`src/rtl/flash_read_arbiter.sv`:
```
// Arbitrates the single QSPI flash read port between the CPU and the ADPCM audio fetcher.
// Audio wins contention until a streak limit forces one CPU grant through.
module flash_read_arbiter #(
  parameter int unsigned ADDR_WIDTH       = 24,
  parameter int unsigned AUDIO_STREAK_MAX = 3
) (
  input  logic                  clk_2x,
  input  logic                  reset_2x,
  input  logic                  cpu_valid,
  input  logic [ADDR_WIDTH-1:0] cpu_address,
  output logic                  cpu_ready,
  output logic [31:0]           cpu_rdata,
  input  logic                  audio_valid,
  input  logic [ADDR_WIDTH-1:0] audio_address,
  output logic                  audio_ready,
  output logic [31:0]           audio_rdata,
  output logic                  flash_valid,
  output logic [ADDR_WIDTH-1:0] flash_address,
  input  logic                  flash_ready,
  input  logic [31:0]           flash_rdata,
  output logic                  grant_audio,
  output logic                  busy
);

  localparam logic [3:0] StreakMax = 4'(AUDIO_STREAK_MAX);

  typedef enum logic [1:0] {StIdle, StIssue, StRespond} state_e;

  state_e                r_state;
  logic [3:0]            r_streak;
  logic                  r_flash_valid;
  logic [ADDR_WIDTH-1:0] r_flash_address;
  logic                  r_cpu_ready;
  logic [31:0]           r_cpu_rdata;
  logic                  r_audio_ready;
  logic [31:0]           r_audio_rdata;
  logic                  r_grant_audio;
  logic                  r_busy;

  logic w_any_req;
  logic w_pick_audio;

  assign w_any_req    = cpu_valid | audio_valid;
  // Under contention audio wins unless it has already used up its streak.
  assign w_pick_audio = audio_valid & (~cpu_valid | (r_streak != StreakMax));

  always_ff @(posedge clk_2x) begin
    if (reset_2x) begin
      r_state         <= StIdle;
      r_streak        <= 4'd0;
      r_flash_valid   <= 1'b0;
      r_flash_address <= '0;
      r_cpu_ready     <= 1'b0;
      r_cpu_rdata     <= 32'd0;
      r_audio_ready   <= 1'b0;
      r_audio_rdata   <= 32'd0;
      r_grant_audio   <= 1'b0;
      r_busy          <= 1'b0;
    end else begin
      case (r_state)
        StIdle: begin
          if (w_any_req) begin
            r_state         <= StIssue;
            r_busy          <= 1'b1;
            r_flash_valid   <= 1'b1;
            r_grant_audio   <= w_pick_audio;
            r_flash_address <= w_pick_audio ? audio_address : cpu_address;
            if (!w_pick_audio) begin
              r_streak <= 4'd0;
            end else if (cpu_valid && (r_streak != StreakMax)) begin
              r_streak <= r_streak + 4'd1;
            end
          end
        end
        StIssue: begin
          if (flash_ready) begin
            r_state       <= StRespond;
            r_flash_valid <= 1'b0;
            if (r_grant_audio) begin
              r_audio_rdata <= flash_rdata;
              r_audio_ready <= 1'b1;
            end else begin
              r_cpu_rdata <= flash_rdata;
              r_cpu_ready <= 1'b1;
            end
          end
        end
        StRespond: begin
          r_state       <= StIdle;
          r_busy        <= 1'b0;
          r_cpu_ready   <= 1'b0;
          r_audio_ready <= 1'b0;
        end
        default: r_state <= StIdle;
      endcase
    end
  end

  assign flash_valid   = r_flash_valid;
  assign flash_address = r_flash_address;
  assign cpu_ready     = r_cpu_ready;
  assign cpu_rdata     = r_cpu_rdata;
  assign audio_ready   = r_audio_ready;
  assign audio_rdata   = r_audio_rdata;
  assign grant_audio   = r_grant_audio;
  assign busy          = r_busy;

endmodule

```
`config.mk`:
```
export PLATFORM = sky130hd
export DESIGN_NAME = flash_read_arbiter
export DESIGN_NICKNAME = d
export VERILOG_FILES = /design/src/rtl/flash_read_arbiter.sv
export SDC_FILE = /design/constraint.sdc
export NUM_CORES = 1
export LEC_CHECK = 0
export BUFFER_PORTS_ARGS = -buffer_cell sky130_fd_sc_hd__buf_2
export CAP_MARGIN = 20
export CORE_AREA = 3 3 101 103
export CTS_CLUSTER_DIAMETER = 50
export DETAILED_ROUTE_END_ITERATION = 16
export DIE_AREA = 0 0 104 106
export PLACE_DENSITY = 0.74
export RECOVER_POWER = 25
export SLEW_MARGIN = 20
export SYNTH_ARGS = -nofsm -noshare
export SYNTH_HDL_FRONTEND = slang
export SYNTH_SLANG_ARGS = --single-unit
```
`constraint.sdc`:
```
create_clock -name clk_2x -period 1.4 [get_ports clk_2x]
set_input_delay 0.07 -clock clk_2x [delete_from_list [all_inputs] [get_ports clk_2x]]
set_output_delay 0.07 -clock clk_2x [all_outputs]
set_load 0.01 [all_outputs]
```
Word level (Yosys, flattened, before mapping)
Index checks and enable logic that the tools add are counted.
- add/sub/neg operators: 1
- equality and inequality tests: 8
- multiplexer cells: 16
- bitwise logic cells: 5
- reductions and logical operators: 14
- operators with widths (cell ; number):
    24-bit two-way mux ; 1
    3-bit AND reduction ; 6
    4-bit two-way mux ; 2
    2-bit != test (second input constant) ; 4
    1-bit one-hot mux with 2 select lines ; 4
    1-bit two-way mux ; 6
    2-bit AND reduction ; 3
    2-bit nonzero test ; 3
    4-bit by 1-bit adder with 4-bit output (second input constant) ; 1
    2-bit two-way mux ; 2
    4-bit by 2-bit != test with 1-bit output (second input constant) ; 1
    2-bit one-hot mux with 2 select lines ; 1
    2-bit by 1-bit == test with 1-bit output (second input constant) ; 1
    2-bit == test (second input constant) ; 1
    2-bit zero test ; 1
    2-bit by 1-bit != test with 1-bit output (second input constant) ; 1
    1-bit inverter ; 2
    1-bit OR ; 2
    1-bit AND ; 1
    1-bit logical AND ; 1
- flip-flop bits (word level): 99
- bits of input ports: 85

Logic depth before layout (Yosys ltp)
- word-level depth: 5
- depth in mapped cells: 6

Worst setup path after synthesis
Ideal clock, no wire load.
- path kind: reg-to-reg
- start: register r_streak[0]
- end: register r_flash_address[10], in the netlist flash_address[10]
- data arrival time: 1365 ps
- setup slack: -56 ps
- stages on the path, launching flop included: 6
- buffers on the path: 1
- cells stage by stage: dfxtp_1 ha_1 and4bb_2 clkbuf_1 o21ai_0 a311oi_1
- longest elaborated chain between the ends: 4
- ends and longest elaborated chain (item ; RTL line ; source):
    from (decl) ; 30 ; logic [3:0] r_streak;
    from (signal assigned) ; 71 ; r_streak <= r_streak + 4'd1;
    4-bit by 2-bit != test with 1-bit output ; 45 ; assign w_pick_audio = audio_valid & (~cpu_valid | (r_streak != StreakMax));
    1-bit OR ; 45 ;
    1-bit AND ; 45 ;
    24-bit two-way mux ; 67 ; r_flash_address <= w_pick_audio ? audio_address : cpu_address;
    to (signal assigned) ; 67 ;
    to (decl) ; 32 ; logic [ADDR_WIDTH-1:0] r_flash_address;
No other way between the ends.
A chain may end at the register's enable or synchronous reset.

Worst setup path after layout
- start: register r_streak[1]
- end: register r_flash_address[19], in the netlist flash_address[19]
The elaborated chain is that of the path after synthesis.

==> impl_metrics.yaml <==
routing:
  drt-initial-drc-count: 300
  dr_total_vias: 4569
  drt_pass1_iterations: 5
  ant_nets: 0
  drc: 0
  via_per_inst: 5.31
  wl_um: 13800
  routedWlPerCell_um: 16.0
sta:
  hold_viol_final: 0
  fin_ws_ns: -0.0548
  max_slew_margin_pct: 78.4
  finalClockSkew_ns: 0.0136
  post-route-min-period_ns: 1.45
  drv_slew: 0
  totalNegativeSetupSlack_ns: -0.342
  maxClockFrequency_mhz: 687
  setup_viol: 13
  worstMarginPinSlew_ns: 0.324
  rsz0062_at_grt: "yes"
  fin_crit_sh_pct: 104
clock_tree:
  root_buffer: "clkbuf_8"
  cts_buffer_depth: 2
  cts_tree: "done"
  cts.htree.levels: 3
  clock_latency_ns: 0.36
  cts_sinks: 99
  numCtsBuffers: 9
  clk_pin_slew_ns: 0.10
die:
  num_rows: 35
  die_h_um: 106
  die_w_um: 104
  start_util_pct: 41.9
  core-area_mm2: 0.00928
  num_io_pins: 178
  dieArea_mm2: 0.0110
yosys:
  syn_area_per_cell_um2: 8.10
  syn-num-nets: 566
  synth_top_area_cell: "dfxtp_1"
  async_reset_ff_share_pct: 0
  netlist_top_cells_count: "nand2_1, dfxtp_1, a21oi_1, clkbuf_1"
  synthFlopType: "dfxtp_1"
  synth_edf_count: 0
  synth_area_mm2: 0.00389
  syn_inst: 480
  ys_types: 34
  synth.area.top_cells: "dfxtp_1, nand2_1, a21oi_1"
  synth.most_common_cell: "nand2_1"
  yosys_warnings: 0
  synth_seq_cells: 99
  synth_top_area_share_pct: 51.0
  synth.yosys.seq_area_share_pct: 51.0
finish:
  fin_util_pct: 64.8
  fillers: 793
  antenna_cells: 0
  area_growth_pct: 54.8
  nNetsFinal: 813
  layout-drive-gt1-share_pct: 27.0
global_routing:
  grt.total_usage_pct: 24.3
  grt_pass1_wl_um: 22100
  grt_max_degree: 72
  antenna_found_initial: 0
  first_global_vias: 4512
  grt-ovfl-total: 0
critical_path:
  worstPathMaxFanout: 12
  path_buf_inv: 1
  cp_slowest_cell: "dfxtp_2"
  path_cells: "ha_4 -> and4bb_4 -> buf_12 -> o21ai_1 -> a311oi_1"
  startpoint_type: "register"
  cpLargestDelayFamily: "flip-flops"
  cp-end-kind: "register"
  crit_required_ns: 1.66
  worstPathArrival_ns: 1.71
  slowest_delay_ns: 0.37
  crit_type: "register to register"
pwr:
  leakage_uw: 0.00245
  vdd_ir_drop_max_v: 0.000494
  power.density_mw_per_mm2: 996
status:
  violations: "negative setup slack"
  status: "finished, violations left"
placement:
  place.gp.congestion: 0.876
  dp_hpwl_um: 8180
  io_buffers: 177
min_path:
  min_path_type: "input pin to register"
flow_run:
  max_cap_violations: 0
[power by group]
group	switching (µW)	internal, µW	leakage (µW)	total [µW]
clock	1080	699	0.0000979	1780
combinational	598	547	0.00155	1150
sequential	95.6	2970	0.000809	3070
[layer usage]
metal	global-route usage, %	vias up	wire (µm)	part of all wire (%)
met1	28.6	2091	5480	40
met4	10.7	0	462	3.4
met3	7.89	47	1370	10
met2	40.5	271	6450	47
met5	0	-	0	0
li1	-	2160	-	-
[cell usage in the layout (no fill, tap or decap), types with 2 or more instances in the layout]
cell           count
dfxtp_2            2
nor2_1             3
or4_1              2
nor2b_1            2
o21ai_1            9
nand4_1            3
buf_2            137
buf_12             7
buf_6              3
nand2_1          133
inv_8              3
o21ai_0           14
buf_4             16
nand3_1           24
a21oi_1           97
a311oi_1          20
a311oi_2           4
clkbuf_8           9
dlygate4sd3_1     78
dfxtp_1           97
clkbuf_1          40
o21ai_2            2
[cell families after synthesis]
group	Yosys count	synth area share [%]
adders and majority gates	1	0.322
AOI/OAI and AO/OA	148	21.5
and+or+nand+nor	184	21.2
buffers and inverters	48	6.05
DFF	99	51.0
[worst paths after layout]
kind / from / to / slack [ns] / cells past startpoint
worst max-delay path: r_streak[1] / flash_address[19] / -0.05 / 5
worst min register to register: audio_rdata[6] / audio_rdata[6] / 0.46 / 2
worst max register to register: r_streak[1] / flash_address[19] / -0.05 / 5
worst min-delay path: reset_2x / r_streak[3] / 0.005 / 2
[layout make-up]
type	instances	area (µm²)	share of cell area [%]
clock buffer	9	124	2.06
clock inverter	7	71.3	1.18
inverter	2	7.51	0.125
multi-input combinational	333	1730	28.8
sequential	99	1980	33.0
tap	129	161	2.68
timing repair buffer	282	1940	32.2
[state kept, by name, summed over array words and instances (netlist names)]
signal and flops:
busy 1, cpu_rdata 32, audio_rdata 32, r_streak 4, cpu_ready 1, r_state 2
grant_audio 1, audio_ready 1, flash_valid 1, flash_address 24
[stage by stage]
step | power, µW | worst slack, ns | instances | cell area, µm² | hold WS (ns)
final | 5990 | -0.0548 | 861 | 6020 | 0.00508
after global routing | 6300 | -0.126 | 861 | 6020 | 0.0127
after CTS | 5980 | -0.0161 | 861 | 6010 | 0.00430
after detailed placement | 4030 | -0.0886 | 764 | 4980 | 0.328
after global placement | 4010 | 0.000190 | 764 | 4980 | 0.322
after floorplan | 3610 | 0.0205 | 480 | 3890 | 0.203
[repair_timing]
action / CTS / global route
endpoints found under the setup margin: 25 / 27
setup buffers: 2 / 0
gates cloned: 1 / 0
hold endpoints to repair: 88 / 0
resized for setup: 8 / 20
pin swaps: 7 / 12
hold buffers: 78 / 0
(Power assumes the default switching activity.)
